**config.mk**
```make
export PLATFORM = sky130hd
export DESIGN_NAME = spi_master
export DESIGN_NICKNAME = d
export VERILOG_FILES = /design/src/rtl/spi_pkg.sv /design/src/rtl/spi_clk_tick.sv /design/src/rtl/spi_master.sv
export SDC_FILE = /design/constraint.sdc
export NUM_CORES = 1
export LEC_CHECK = 0
export CORE_ASPECT_RATIO = 1.2
export CORE_MARGIN = 4
export CORE_UTILIZATION = 45
export DETAILED_ROUTE_END_ITERATION = 8
export MAX_ROUTING_LAYER = met4
export PLACE_DENSITY = 0.68
export SLEW_MARGIN = 10
export SYNTH_ARGS = -nofsm -noshare
export SYNTH_HDL_FRONTEND = slang
export SYNTH_SLANG_ARGS = --single-unit
```
**constraint.sdc**
```tcl
create_clock -name clk -period 6.25 [get_ports clk]
set_clock_uncertainty 0.2 [all_clocks]
set_input_delay 1.875 -clock clk [delete_from_list [all_inputs] [get_ports clk]]
set_output_delay 1.875 -clock clk [all_outputs]
set_load 0.02 [all_outputs]
```
**src/rtl/spi_pkg.sv**
```systemverilog
// Shared types and defaults for the SPI master.
package spi_pkg;

    localparam int unsigned SPI_DATA_W       = 8;
    localparam int unsigned SPI_CLK_DIV_DEF  = 4;
    localparam int unsigned SPI_LEAD_SCL_DEF = 2;

    typedef enum logic [2:0] {
        StIdle,
        StSetup,
        StLead,
        StData,
        StHold,
        StGap
    } spi_mst_state_t;

endpackage

```
**src/rtl/spi_clk_tick.sv**
```systemverilog
// Half-period timer: reloads to CLK_DIV-1 on load or on expiry, tick is high at zero.
module spi_clk_tick #(
    parameter int unsigned CLK_DIV = 4
) (
    input  logic clk,
    input  logic resetn,
    input  logic load,
    output logic tick
);

    logic [7:0] cnt_q, cnt_d;

    always_comb begin
        cnt_d = cnt_q - 8'd1;
        if (load || (cnt_q == 8'd0)) begin
            cnt_d = 8'(CLK_DIV - 1);
        end
    end

    always_ff @(posedge clk or negedge resetn) begin
        if (!resetn) begin
            cnt_q <= 8'd0;
        end else begin
            cnt_q <= cnt_d;
        end
    end

    assign tick = (cnt_q == 8'd0);

endmodule

```
**src/rtl/spi_master.sv**
```systemverilog
// Single-byte SPI master, mode 0, with configurable lead-in clocks before the data phase.
module spi_master
    import spi_pkg::*;
#(
    parameter int unsigned CLK_DIV  = SPI_CLK_DIV_DEF,
    parameter int unsigned LEAD_SCL = SPI_LEAD_SCL_DEF
) (
    input  logic                  clk,
    input  logic                  resetn,
    input  logic                  start,
    input  logic [SPI_DATA_W-1:0] tx_data,
    output logic                  ready,
    output logic [SPI_DATA_W-1:0] rx_data,
    output logic                  rx_valid,
    output logic                  SCL,
    output logic                  CS,
    output logic                  MOSI,
    input  logic                  MISO
);

    localparam int unsigned HP_W = 9;
    localparam logic [HP_W-1:0] LEAD_LAST = HP_W'(2 * LEAD_SCL - 1);
    localparam logic [HP_W-1:0] DATA_LAST = HP_W'(2 * SPI_DATA_W - 1);
    localparam logic [HP_W-1:0] GAP_LAST  = HP_W'(1);

    spi_mst_state_t        state_q, state_d;
    logic [HP_W-1:0]       hp_q, hp_d;
    logic                  scl_q, scl_d;
    logic                  mosi_q, mosi_d;
    logic [SPI_DATA_W-1:0] tx_sh_q, tx_sh_d;
    logic [SPI_DATA_W-1:0] rx_sh_q, rx_sh_d;
    logic [SPI_DATA_W-1:0] rx_data_q, rx_data_d;
    logic                  rx_valid_q, rx_valid_d;
    logic                  tick, cnt_load;
    logic                  accept, scl_active, sample, shift_out, frame_done;

    spi_clk_tick #(
        .CLK_DIV (CLK_DIV)
    ) u_clk_tick (
        .clk    (clk),
        .resetn (resetn),
        .load   (cnt_load),
        .tick   (tick)
    );

    always_comb begin
        state_d = state_q;
        case (state_q)
            StIdle:  if (start) state_d = StSetup;
            StSetup: if (tick) state_d = (LEAD_SCL == 0) ? StData : StLead;
            StLead:  if (tick && (hp_q == LEAD_LAST)) state_d = StData;
            StData:  if (tick && (hp_q == DATA_LAST)) state_d = StHold;
            StHold:  if (tick) state_d = StGap;
            StGap:   if (tick && (hp_q == GAP_LAST)) state_d = StIdle;
            default: state_d = StIdle;
        endcase
    end

    always_comb begin
        accept     = (state_q == StIdle) && start;
        scl_active = (state_q == StLead) || (state_q == StData);
        sample     = (state_q == StData) && tick && !scl_q;
        // Falling edges in DATA, plus the edge that enters DATA, present the next tx bit.
        shift_out  = tick && (((state_q == StData) && scl_q) ||
                              ((state_q != StData) && (state_d == StData)));
        frame_done = (state_q == StHold) && (state_d == StGap);
        cnt_load   = (state_q == StIdle) || (state_d != state_q);

        hp_d = hp_q;
        if (state_d != state_q) begin
            hp_d = '0;
        end else if (tick) begin
            hp_d = hp_q + HP_W'(1);
        end

        scl_d = 1'b0;
        if (scl_active) begin
            scl_d = tick ? ~scl_q : scl_q;
        end

        mosi_d  = mosi_q;
        tx_sh_d = tx_sh_q;
        if (accept) begin
            mosi_d  = 1'b0;
            tx_sh_d = tx_data;
        end else if (shift_out) begin
            mosi_d  = tx_sh_q[SPI_DATA_W-1];
            tx_sh_d = {tx_sh_q[SPI_DATA_W-2:0], 1'b0};
        end

        rx_sh_d = rx_sh_q;
        if (sample) begin
            rx_sh_d = {rx_sh_q[SPI_DATA_W-2:0], MISO};
        end

        rx_valid_d = frame_done;
        rx_data_d  = frame_done ? rx_sh_q : rx_data_q;
    end

    always_ff @(posedge clk or negedge resetn) begin
        if (!resetn) begin
            state_q    <= StIdle;
            hp_q       <= '0;
            scl_q      <= 1'b0;
            mosi_q     <= 1'b0;
            tx_sh_q    <= '0;
            rx_sh_q    <= '0;
            rx_data_q  <= '0;
            rx_valid_q <= 1'b0;
        end else begin
            state_q    <= state_d;
            hp_q       <= hp_d;
            scl_q      <= scl_d;
            mosi_q     <= mosi_d;
            tx_sh_q    <= tx_sh_d;
            rx_sh_q    <= rx_sh_d;
            rx_data_q  <= rx_data_d;
            rx_valid_q <= rx_valid_d;
        end
    end

    assign ready    = (state_q == StIdle);
    assign CS       = !((state_q == StSetup) || (state_q == StLead) ||
                        (state_q == StData)  || (state_q == StHold));
    assign SCL      = scl_q;
    assign MOSI     = mosi_q;
    assign rx_data  = rx_data_q;
    assign rx_valid = rx_valid_q;

endmodule

```
==> metrics.md <==
| Metric | Value |
|---|---|
| CTS clock-pin slew for the worst setup and hold paths | 0.09 ns |
| DRC Markers | 0 |
| Main flop type after synthesis | dfrtp_1 |
| Die span in y | 85.2 um |
| Total wire length | 4020 um |
| Vias post-DR | 1516 |
| Maximum clock rate | 224 MHz |
| Worst r2r path cells | 4 |
| Hold Path End | rx_data[3]$_DFFE_PN0P_ |
| Buffers on Ports | 24 |
| Post-synth EDFFs | 0 |
| Final setup viols | 0 |
| Netlist Area Pre-Place | 2240 um^2 |
| # placed instances | 271 |
| Max_slew headroom | 0.315 |
| Worst Hold Class | reg2reg |
| Detailed Place HPWL | 2840 um |
| Synth top area share | 0.526 |
| Antenna viol nets, final | 0 |
| Switching portion of total power | 0.208 |
| Hold Path Origin | rx_data[3]$_DFFE_PN0P_ |
| CP Capture Type | output port |
| Top cells by area, synth | dfrtp_1 (53%), mux2_2 (8.1%), xor2_1 (3.9%) |
| Diodes inserted | 0 |
| Worst-margin pin slew | 1.03 ns |
| Reg power frac | 0.561 |
| CORE AREA | 4700 um^2 |
| CTS Root Cell | clkbuf_8 |
| M3 GR Usage | 0.0355 |
| DR iter-0 viols | 78 |
| Finished Cell Area | 2620 um^2 |
| Register area share after synthesis | 0.526 |
| Crit Path Category | reg2out |
| Largest area contributor in the netlist | dfrtp_1 |
| Deepest clock path buffer count | 2 |
| Syn Area/Cell | 11.3 um^2 |
| Initial antenna violation count | 0 |
| Post-synth top cells | dfrtp_1 (47), nor2_1 (22), mux2_2 (16) |
| Initial core utilization | 0.476 |
| Largest fanout on the critical path | 11 |
| RSZ-0062 raised after global routing | false |
| Layout cells sized above 1 | 0.158 |
| CTS Buf Count | 5 |
| Nets | 236 |
| Worst-skew pair later-pin latency | 0.30 ns |
| Final Max Tran Viols | 0 |
| Routed wire per std cell | 14.4 um |
| Combinational share of power | 0.026 |
| Setup slack, reg-to-reg | 3.53 ns |
| Area post-placement | 2510 um^2 |
| Die area | 6170 um^2 |
| Met1 Usage GRT | 0.176 |
| Power per cell area | 208 nW/um^2 |
| Clock Sinks | 47 |
| Site row count | 27 |
| Drt first pass iters | 6 |
| FF+latch count, synth | 47 |
| Post_cts resized | 0 |
| H-tree depth | 2 |
| Largest net degree at the start of global routing | 48 |
| GP Congestion | 0.780 |
| Fraction of registers with async set/reset | 1.00 |
| Crit path DAT | 2.38 ns |
| WP data required | 4.18 ns |
| Fin util | 0.558 |
| Dpl ws | 2.15 ns |
| Unique masters post-synth | 40 |
| First-pass GRT wire length | 7090 um |
| Die span in x | 72.4 um |
| Final Hold Slack | 0.311 ns |
| Total Neg Setup Slack | 0 ns |
| Total GRT Usage | 0.149 |
| Syn Inst Count | 198 |
| Period minus WS final | 4.46 ns |
| Boundary pin count | 25 |
| Ys Warns | 0 |
| FF-to-FF End | rx_data[0]$_DFFE_PN0P_ |
| Psw | 114 uW |
| Clk pwr share | 0.413 |
| GR Util met2 | 0.249 |
| Leak Pwr | 1.23 nW |
| Max Cap Viol | 0 |
| Hold path depth | 1 |
| Tot Pwr | 547 uW |
| GRT Residual Overflow | 0 |
| Final Hold Fails | 0 |
| Worst vdd ir | 131 uV |
| Post-CTS Setup Bufs | 0 |
| Tcrit/Tclk final | 0.713 |
| CTS tree | built |
| Final WS setup | 1.79 ns |
| Hold_buf cts | 0 |
| Vias in the first global route | 1562 |
| Internal power | 433 uW |
| Count leader, synth | dfrtp_1 |
| Status | finished clean |
| Final std cells w/o fill | 279 |
| Area grow syn2layout | 17.2% |
| Startpoint types | flip-flop |
| Busiest metal layer after global routing | met2 |
| FF-to-FF Start | u_clk_tick.cnt_q[4]$_DFF_PN0_ |
| Vias per inst | 5.43 |
| Synthesized Nets | 214 |
| Launch point of the worst path | state_q[0]$_DFF_PN0_ |
==> routing by layer <==
layer	vias up	share of wire
li1	747	-
met1	740	0.44
met4	0	0.015
met2	23	0.51
met3	6	0.038
met5	-	0
==> power groups by stage <==
stage	Combinational (mW)	Clock, mW	Sequential [mW]
final	0.0144	0.226	0.307
after CTS	0.0150	0.233	0.307
after floorplan	0.00164	0	0.312
after global routing	0.0164	0.243	0.307
after detailed placement	0.0150	0	0.313
after global placement	0.0148	0	0.313
==> cell type report <==
cell class                 count  area [um^2]
clock buffer                   5         68.8
fill                         431         2070
clock inverter                 3         46.3
multi-input combinational    136         1000
timing repair buffer          24          235
tap                           58         72.6
sequential                    47         1180
inverter                       6         22.5
==> registers in the layout, indices dropped and copies added (netlist names), 3 cells and up <==
name,flops
u_clk_tick.cnt_q,8
tx_sh_q,8
rx_data,8
state_q,3
rx_sh_q,8
hp_q,9
==> cell families after synthesis <==
group,share of synthesized area
AOI/OAI and AO/OA,0.0923
xor gates and xnor gates,0.0587
adders and majority gates,0.0224
buffers and inverters,0.0268
DFF,0.526
muxes,0.0850
and+or+nand+nor,0.189
==> how the worst max path moves through the flow <==
stage          endpoint  cells past startpoint
2_1_floorplan        CS                      3
3_3_place_gp      ready                      3
3_5_place_dp      ready                      3
4_1_cts           ready                      3
5_1_grt           ready                      3
6_report          ready                      3
==> worst max-delay path, stage by stage (launching register included) <==
cell	delay (ns)
dfrtp_1	0.49
or2_2	0.37
nor2_1	0.50
clkdlybuf4s50_1	0.73
==> cells in the final DEF (no fill, tap or decap), drive strengths merged, types with 2 or more instances in the layout <==
| cell type | n |
|---|---|
| xor2 | 10 |
| nor2b | 2 |
| and3 | 11 |
| inv | 7 |
| a211oi | 2 |
| clkbuf | 5 |
| o211ai | 2 |
| nand4 | 5 |
| clkdlybuf4s50 | 23 |
| nand3 | 4 |
| xnor2 | 5 |
| a21oi | 2 |
| or3 | 2 |
| a221o | 7 |
| o21ai | 8 |
| nor2 | 23 |
| ha | 4 |
| and4b | 2 |
| dfrtp | 47 |
| mux2 | 16 |
| nand2 | 9 |
| nor3 | 6 |
Power figures use the tool's default switching activity.
